**src/rtl/mem_port_arbiter.sv**
```systemverilog
// Round-robin arbiter that serialises N_CH requester channels onto a byte-wide memory port,
// splitting each byte/half/word access into consecutive byte cycles.
module mem_port_arbiter #(
    parameter int              N_CH       = 2,
    parameter int              ADDR_W     = 32,
    parameter logic [N_CH-1:0] FLUSH_MASK = '0
) (
    input  logic                     clk,
    input  logic                     rst_n,
    input  logic                     rdy,
    input  logic                     clr,
    input  logic [N_CH-1:0]          req,
    input  logic [N_CH-1:0]          we,
    input  logic [2*N_CH-1:0]        size,
    input  logic [ADDR_W*N_CH-1:0]   addr,
    input  logic [32*N_CH-1:0]       wdata,
    output logic [N_CH-1:0]          gnt,
    output logic [N_CH-1:0]          done,
    output logic [31:0]              rdata,
    input  logic [7:0]               mem_din,
    output logic [7:0]               mem_dout,
    output logic [ADDR_W-1:0]        mem_a,
    output logic                     mem_wr,
    input  logic                     io_buffer_full
);

    localparam int CH_W = (N_CH > 1) ? $clog2(N_CH) : 1;

    typedef enum logic [1:0] {IDLE, READ, WRITE} state_t;

    state_t              state_reg, state_next;
    logic [CH_W-1:0]     ch_reg, last_grant_reg, winner;
    logic [2:0]          n_reg, n_sel, cnt_reg, cnt_next;
    logic [ADDR_W-1:0]   addr_reg, mem_a_int;
    logic [31:0]         wdata_reg, rdata_reg;
    logic [N_CH-1:0]     done_reg, done_next;
    logic [N_CH-1:0]     cand_req;
    logic [7:0]          wbyte;
    logic                accept, found, io_sel, io_block, byte_active;

    logic [1:0]          size_arr  [N_CH];
    logic [ADDR_W-1:0]   addr_arr  [N_CH];
    logic [31:0]         wdata_arr [N_CH];
    logic [CH_W-1:0]     cand_idx  [N_CH];

    // cand_idx[gi] is the channel gi+1 positions after the last grant, wrapping at N_CH.
    generate
        for (genvar gi = 0; gi < N_CH; gi++) begin : g_ch
            logic [3:0] sum;
            assign size_arr[gi]  = size[2*gi +: 2];
            assign addr_arr[gi]  = addr[ADDR_W*gi +: ADDR_W];
            assign wdata_arr[gi] = wdata[32*gi +: 32];
            assign sum           = 4'(last_grant_reg) + 4'(gi + 1);
            assign cand_idx[gi]  = CH_W'((sum >= 4'(N_CH)) ? (sum - 4'(N_CH)) : sum);
            assign cand_req[gi]  = req[cand_idx[gi]];
        end
    endgenerate

    always_comb begin
        winner = '0;
        found  = 1'b0;
        for (int i = 0; i < N_CH; i++) begin
            if (!found && cand_req[i]) begin
                found  = 1'b1;
                winner = cand_idx[i];
            end
        end
    end

    always_comb begin
        case (size_arr[winner])
            2'd0:    n_sel = 3'd1;
            2'd1:    n_sel = 3'd2;
            default: n_sel = 3'd4;
        endcase
    end

    assign accept = (state_reg == IDLE) && rdy && !clr && (|req);
    assign gnt    = accept ? (N_CH'(1) << winner) : '0;

    // A read spends one extra cycle (cnt_reg == n_reg) collecting the last byte.
    assign byte_active = (state_reg == WRITE) || ((state_reg == READ) && (cnt_reg != n_reg));
    assign mem_a_int   = byte_active ? (addr_reg + ADDR_W'(cnt_reg)) : '0;
    assign mem_a       = mem_a_int;

    generate
        if (ADDR_W >= 18) begin : g_io
            assign io_sel = (mem_a_int[17:16] == 2'b11);
        end else begin : g_no_io
            assign io_sel = 1'b0;
        end
    endgenerate

    assign io_block = (state_reg == WRITE) && io_sel && io_buffer_full;
    assign mem_wr   = (state_reg == WRITE) && rdy && !io_block;

    always_comb begin
        case (cnt_reg[1:0])
            2'd0:    wbyte = wdata_reg[7:0];
            2'd1:    wbyte = wdata_reg[15:8];
            2'd2:    wbyte = wdata_reg[23:16];
            default: wbyte = wdata_reg[31:24];
        endcase
    end

    assign mem_dout = (state_reg == WRITE) ? wbyte : 8'h00;
    assign done     = rdy ? done_reg : '0;
    assign rdata    = rdata_reg;

    always_comb begin
        state_next = state_reg;
        cnt_next   = cnt_reg;
        done_next  = '0;
        case (state_reg)
            IDLE: begin
                if (accept) begin
                    state_next = we[winner] ? WRITE : READ;
                    cnt_next   = 3'd0;
                end
            end
            READ: begin
                if (clr && FLUSH_MASK[ch_reg]) begin
                    state_next = IDLE;
                    cnt_next   = 3'd0;
                end else if (cnt_reg == n_reg) begin
                    state_next        = IDLE;
                    cnt_next          = 3'd0;
                    done_next[ch_reg] = 1'b1;
                end else begin
                    cnt_next = cnt_reg + 3'd1;
                end
            end
            WRITE: begin
                if (!io_block) begin
                    if (cnt_reg == n_reg - 3'd1) begin
                        state_next        = IDLE;
                        cnt_next          = 3'd0;
                        done_next[ch_reg] = 1'b1;
                    end else begin
                        cnt_next = cnt_reg + 3'd1;
                    end
                end
            end
            default: begin
                state_next = IDLE;
                cnt_next   = 3'd0;
            end
        endcase
    end

    // Everything holds while rdy is low, including a pending done pulse.
    always_ff @(posedge clk or negedge rst_n) begin
        if (!rst_n) begin
            state_reg      <= IDLE;
            cnt_reg        <= 3'd0;
            n_reg          <= 3'd0;
            ch_reg         <= '0;
            last_grant_reg <= CH_W'(N_CH - 1);
            addr_reg       <= '0;
            wdata_reg      <= '0;
            rdata_reg      <= '0;
            done_reg       <= '0;
        end else if (rdy) begin
            state_reg <= state_next;
            cnt_reg   <= cnt_next;
            done_reg  <= done_next;
            if (accept) begin
                ch_reg         <= winner;
                last_grant_reg <= winner;
                n_reg          <= n_sel;
                addr_reg       <= addr_arr[winner];
                wdata_reg      <= wdata_arr[winner];
            end
            if (accept && !we[winner]) begin
                rdata_reg <= '0;
            end else if (state_reg == READ) begin
                case (cnt_reg)
                    3'd1:    rdata_reg[7:0]   <= mem_din;
                    3'd2:    rdata_reg[15:8]  <= mem_din;
                    3'd3:    rdata_reg[23:16] <= mem_din;
                    3'd4:    rdata_reg[31:24] <= mem_din;
                    default: ;
                endcase
            end
        end
    end

endmodule

```
**config.mk**
```make
export PLATFORM = sky130hd
export DESIGN_NAME = mem_port_arbiter
export DESIGN_NICKNAME = d
export VERILOG_FILES = /design/src/rtl/mem_port_arbiter.sv
export SDC_FILE = /design/constraint.sdc
export NUM_CORES = 1
export LEC_CHECK = 0
export ABC_AREA = 1
export BUFFER_PORTS_ARGS = -buffer_cell sky130_fd_sc_hd__clkbuf_2
export CAP_MARGIN = 40
export CORE_MARGIN = 3
export CORE_UTILIZATION = 35
export DETAILED_ROUTE_END_ITERATION = 10
export SLEW_MARGIN = 20
export SYNTH_ARGS = -nofsm -noshare
export SYNTH_HDL_FRONTEND = slang
export SYNTH_SLANG_ARGS = --single-unit
```
**constraint.sdc**
```tcl
create_clock -name clk -period 2.7 [get_ports clk]
set_input_delay 0 -clock clk [delete_from_list [all_inputs] [get_ports clk]]
set_output_delay 0 -clock clk [all_outputs]
set_load 0.05 [all_outputs]
```
==> results.sh, run 1 <==
export IMPL_nFillCells=1607
export IMPL_hold_start="mem_din[6]"
export IMPL_async_flop_share_pct=100
export IMPL_synth_top_family_by_area="simple AND/OR/NAND/NOR gates"
export IMPL_vias=6725
export IMPL_drtAntennaViolNets=0
export IMPL_viasPerCell=4.74
export IMPL_yosys_warnings=0
export IMPL_multi_input_area_um2=3030
export IMPL_ys_ff_latch=108
export IMPL_grt_usage_pct=21.3
export IMPL_final_core_util_pct=54.3
export IMPL_antenna_found_initial=0
export IMPL_max_slew_margin_pct=61.7
export IMPL_synth_xor_area_share_pct=1.43
export IMPL_die_y_um=138
export IMPL_r2r_start="state_reg[1]$_DFFE_PN0P_"
export IMPL_synth_edf_count=0
export IMPL_syn_instance_count=843
export IMPL_rsz0062_at_grt="yes"
export IMPL_synth_area_leaders="dfrtp_1 (44%), nand2_1 (22%), nand3_1 (5.2%)"
export IMPL_n_antenna_cell=0
export IMPL_crit_type="reg2out"
export IMPL_firstDrtPassIters=5
export IMPL_report_final_hold_viol_count=0
export IMPL_cts_clk_slew_worst_paths_ns=0.08
export IMPL_io_buffers=225
export IMPL_rrSetupSlack_ns=0.19
export IMPL_period_share_pct=94.8
export IMPL_start_kind="register"
export IMPL_slowest_stage="dfrtp_1"
export IMPL_max_stage_delay_ns=0.40
export IMPL_slew_violations=0
export IMPL_syn_nets=1005
export IMPL_htree_num_levels=3
export IMPL_outcome="complete, no violations"
export IMPL_instances_no_fill=1420
export IMPL_dpl_cell_area_um2=7460
export IMPL_critical_path_arrival_ns=2.56
export IMPL_pwr_density_cell_nw_per_um2=1020
export IMPL_die_x_um=138
export IMPL_fmax_mhz=391
export IMPL_remaining_drc_errors=0
export IMPL_worst_pin_slew_ns=0.574
export IMPL_post_dp_hpwl_mm=14.6
export IMPL_gp_congestion=0.933
export IMPL_crit_required_ns=2.70
export IMPL_clock_sinks=108
export IMPL_grt_overflow_total=0
export IMPL_crit_chain="ha_1 > fa_2 > nand3_1 > a21oi_2 > nand4_1 > nor2_4 > o21ai_0 > a21oi_1 > clkbuf_2"
export IMPL_synth_top_cell_by_area="dfrtp_1"
export IMPL_grt_pass1_vias=6887
export IMPL_core_area_um2=16900
export IMPL_tritoncts="done"
export IMPL_wl_per_cell_um=14.4
export IMPL_grt_pass1_wl_mm=33.5
export IMPL_critPathBufInv=1
export IMPL_hold_path_class="in2reg"
export IMPL_ys_seq_area_share_pct=44.1
export IMPL_peakVddDrop_uv=416
export IMPL_regArea_um2=2710
export IMPL_yosys_area_share_adder_pct=2.78
export IMPL_synth_compound_area_share_pct=8.78
export IMPL_io_pin_count=226
export IMPL_synth_top_area_share_pct=43.7
export IMPL_yosys_area_share_simple_pct=35.5
export IMPL_ys_types=41
export IMPL_critPathTopFamily="simple AND/OR/NAND/NOR gates"
export IMPL_start_util_pct=36.3
export IMPL_dp_cells=1269
export IMPL_drtIter0Drc=354
export IMPL_die_area_um2=19100
export IMPL_synthesis_area_um2=6130
export IMPL_cp_startpoint="addr_reg[0]$_DFFE_PN0P_"
export IMPL_setup_viol=0
export IMPL_maxCapViolations=0
export IMPL_critPathCaptureType="output port"
export IMPL_area_growth_pct=49.5
export IMPL_final_area_um2=9170
export IMPL_worstPathMaxFanout=6
export IMPL_clk_path_buf_depth=2
export IMPL_rows=47
export IMPL_avgSynthCellArea_um2=7.27
export IMPL_ys_flop_type="dfrtp_1"
export IMPL_muxShareOfSynthArea_pct=0.163
export IMPL_nNetsFinal=1358
export IMPL_grt_max_degree=51
export IMPL_timing_final_crit_period_ns=2.56
export IMPL_cts_root_buf="clkbuf_16"
export IMPL_power_leakage_nw=4.78
export IMPL_clock_skew_ns=0.00817
export IMPL_clk_latency_ns=0.35
export IMPL_drive_above_1_share_pct=24.8
export IMPL_routed_wl_mm=20.4
export IMPL_cts_made_buffers=9
repair_timing:
item,4_1_cts,5_1_grt
resized for setup,0,37
setup endpoints to repair,0,61
setup buffers,0,1
hold endpoints to repair,113,0
hold buffers,135,0
through the flow:
stage	worst slack, ns	total power [mW]	TNS, ns	hold WS (ns)
final	0.141	9.37	0	0.00421
after global routing	-0.0120	10.0	-0.0124	0.0210
after CTS	0.0250	9.35	0	0.00360
after detailed placement	0.448	7.36	0	0.0380
after global placement	0.473	7.33	0	0.0445
after floorplan	0.0417	6.11	0	-0.296
Yosys cell counts, types with 8 or more instances:
cell type and count:
inv_1 57, nand3_1 64, o211ai_1 13, inv_2 11
a31oi_1 8, nor3_1 13, o21ai_0 26, nand2_1 365
nor2_1 46, ha_1 12, a21oi_1 28, dfrtp_1 107
buf_2 10
final timing paths:
check,end,cells past startpoint
max reg2reg,wdata_reg[29]$_DFFE_PN0P_,11
min in group asynchronous,rdata[17]$_DFFE_PN0P_,2
max,mem_a[22],9
min reg2reg,last_grant_reg$_DFFE_PN1P_,2
max in group asynchronous,last_grant_reg$_DFFE_PN1P_,3
min,rdata[22]$_DFFE_PN0P_,5
layout by cell type, fill, tap and decap left out, types with 7 or more instances in the layout:
cell	n
nand2_1	364
clkbuf_2	217
dlygate4sd3_1	135
dfrtp_1	106
nand3_1	63
inv_1	56
nor2_1	44
a21oi_1	28
o21ai_0	26
o211ai_1	13
buf_4	13
nor3_1	12
ha_1	12
inv_2	10
clkbuf_16	9
a31oi_1	8
nand2_2	8
nand4_1	7
xor2_1	7
cell families after synthesis:
logic type,after synthesis
simple gates,522
xor+xnor,10
buf+inv,98
flops,108
compound gates,91
fa+ha+maj,13
mux,1
final cells by class:
class | count | area share, %
clock inverters | 5 | 0.328
inverters | 68 | 2.98
clock buffers | 10 | 2.50
flip-flops and latches | 108 | 29.5
multi-input cells | 637 | 33.0
repair buffers | 372 | 28.7
well taps | 220 | 3.00
metal layers:
layer  GRT usage [%]  up-vias  routed length (µm)
met2            36.6      199               10000
met5               0        -                   0
met4            5.41        0                 348
met1            27.5     3099                9070
met3            4.28       29                 981
li1                -     3398                   -
worst reg2reg max path, stage by stage, from the launching register on:
cell and delay [ns]:
dfrtp_1 0.40, inv_1 0.08, ha_1 0.18, inv_1 0.09, nor3_2 0.15, o21a_2 0.23
nand3_2 0.19, clkinv_8 0.17, buf_12 0.22, nand2_1 0.09, nand3_1 0.08, dlygate4sd3_1 0.55
power by group:
group	switching, mW	total (mW)	internal, mW
clock	0.602	1.22	0.617
sequential	0.580	2.94	2.36
combinational	3.37	5.21	1.84
total	4.55	9.37	4.82
Power figures use the tool's default switching activity.
==> run 2: changes to the inputs <==
- GPL_TIMING_DRIVEN: default -> 0
==> results.sh, run 2 (same netlist as run 1, synthesis figures left out) <==
export IMPL_hold_end="done_reg[0]$_DFFE_PN0P_"
export IMPL_vias=6836
export IMPL_clk_latency_ns=0.36
export IMPL_worstReg2RegEnd="wdata_reg[15]$_DFFE_PN0P_"
export IMPL_viasPerCell=4.73
export IMPL_die_y_um=138
export IMPL_multi_input_area_um2=3030
export IMPL_fmax_mhz=389
export IMPL_grt_pass1_vias=6697
export IMPL_crit_chain="ha_1 > nand3_1 > a21oi_2 > nand4_1 > nor2_4 > a21oi_1 > nor3_1 > clkbuf_4"
export IMPL_setup_viol=0
export IMPL_regArea_um2=2710
export IMPL_clock_sinks=108
export IMPL_grt_overflow_total=0
export IMPL_timing_final_crit_period_ns=2.57
export IMPL_final_cell_mix="nand2_1 (363), clkbuf_2 (216), dlygate4sd3_1 (137), dfrtp_1 (105), nand3_1 (63)"
export IMPL_drtIter0Drc=387
export IMPL_finalWorstSetupSlack_ns=0.131
export IMPL_cts_clk_slew_worst_paths_ns=0.07
export IMPL_n_antenna_cell=0
export IMPL_critPathTopFamily="simple AND/OR/NAND/NOR gates"
export IMPL_outcome="complete, no violations"
export IMPL_grt_pass1_wl_mm=33.6
export IMPL_power_leakage_nw=4.90
export IMPL_start_kind="register"
export IMPL_report_final_hold_viol_count=0
export IMPL_area_growth_pct=52.7
export IMPL_clock_skew_ns=0.00754
export IMPL_firstDrtPassIters=5
export IMPL_crit_required_ns=2.70
export IMPL_hold_path_class="in2reg"
export IMPL_peakVddDrop_uv=466
export IMPL_max_stage_delay_ns=0.46
export IMPL_max_slew_margin_pct=64.4
export IMPL_remaining_drc_errors=0
export IMPL_wl_per_cell_um=14.4
export IMPL_pwr_density_cell_nw_per_um2=1030
export IMPL_worstPathMaxFanout=6
export IMPL_final_common_cell="nand2_1"
export IMPL_start_util_pct=36.3
export IMPL_core_area_um2=16900
export IMPL_cts_made_buffers=9
export IMPL_rsz0062_at_grt="yes"
export IMPL_cts_root_buf="clkbuf_16"
export IMPL_drtAntennaViolNets=0
export IMPL_critPathCaptureType="output port"
export IMPL_routed_wl_mm=20.8
export IMPL_antenna_found_initial=0
export IMPL_r2r_start="state_reg[0]$_DFFE_PN0P_"
export IMPL_rows=47
export IMPL_tritoncts="done"
export IMPL_nFillCells=1620
export IMPL_die_area_um2=19100
export IMPL_post_dp_hpwl_mm=15.1
export IMPL_grt_max_degree=59
export IMPL_p_total_mw=9.61
export IMPL_slew_violations=0
export IMPL_io_pin_count=226
export IMPL_rrSetupSlack_ns=0.17
export IMPL_grt_usage_pct=21.5
export IMPL_min_path_cells=4
export IMPL_die_x_um=138
export IMPL_io_buffers=224
export IMPL_grt_util_met1_pct=28.6
export IMPL_hold_start="rdy"
export IMPL_reg2regPathDepth=13
export IMPL_nNetsFinal=1382
export IMPL_use_met3_pct=2.83
export IMPL_drive_above_1_share_pct=25.8
export IMPL_maxCapViolations=0
export IMPL_clk_path_buf_depth=2
export IMPL_slowest_stage="dfrtp_1"
export IMPL_gp_congestion=0.886
export IMPL_period_share_pct=95.1
export IMPL_post_place_ws_ns=0.250
export IMPL_grt_busiest_layer="met2"
export IMPL_crit_type="reg2out"
export IMPL_critPathBufInv=1
export IMPL_htree_num_levels=3
export IMPL_worst_pin_slew_ns=0.535
export IMPL_global_route_usage_met2_pct=36.5
export IMPL_holdWs_ns=0.0192
export IMPL_critical_path_arrival_ns=2.57
[run 2: how the worst max path moves through the flow]
stage                           startpoint  depth (start not counted)                        to  slack (ns)
floorplan           cnt_reg[0]$_DFFE_PN0P_                          8                 mem_a[26]        0.04
global placement                     rst_n                          1  addr_reg[28]$_DFFE_PN0P_       0.002
detailed placement  cnt_reg[0]$_DFFE_PN0P_                          9                 mem_a[30]        0.25
CTS                 cnt_reg[0]$_DFFE_PN0P_                         14                    mem_wr       0.006
global route        cnt_reg[2]$_DFFE_PN0P_                         11                 mem_a[27]      -0.003
finish              cnt_reg[2]$_DFFE_PN0P_                          8                 mem_a[30]        0.13
[run 2: cell type report]
class / count / area share (%)
well taps: 220 / 2.94
clock buffers: 10 / 2.55
repair buffers: 366 / 27.7
plain buffers: 30 / 2.18
multi-input cells: 637 / 32.4
flip-flops and latches: 108 / 28.9
inverters: 68 / 2.73
clock inverters: 6 / 0.682
[run 2: stage by stage]
step / utilization (%) / setup TNS, ns / area [µm²] / std cells
2_1_floorplan: - / 0 / 6130 / 843
3_3_place_gp: 44.6 / 0 / 7530 / 1287
3_5_place_dp: 44.8 / 0 / 7560 / 1288
4_1_cts: 54.8 / 0 / 9250 / 1441
5_1_grt: 55.5 / -0.00810 / 9360 / 1445
6_report: 55.5 / 0 / 9360 / 1445
[run 2: what timing repair did]
item | 4_1_cts | 5_1_grt
gates resized for setup | 7 | 41
pin swaps | 0 | 2
endpoints found under the setup margin | 6 | 39
buffers inserted | 0 | 4
hold buffers | 137 | 0
endpoints found under the hold margin | 129 | 0
[run 2: metal layers]
| metal | part of all wire [%] | up-vias |
|---|---|---|
| met1 | 45 | 3167 |
| met4 | 1.7 | 0 |
| met2 | 49 | 203 |
| li1 | - | 3445 |
| met3 | 4.4 | 21 |
| met5 | 0 | - |
[run 2: where the power goes]
group | internal [mW] | switching, mW
logic | 1.90 | 3.39
clock network | 0.744 | 0.630
registers | 2.36 | 0.583
total | 5.00 | 4.61
[run 2: worst min-delay path: stages]
cell	delay [ns]
buf_4	0.13
inv_2	0.09
nand2_1	0.07
nand2_1	0.04
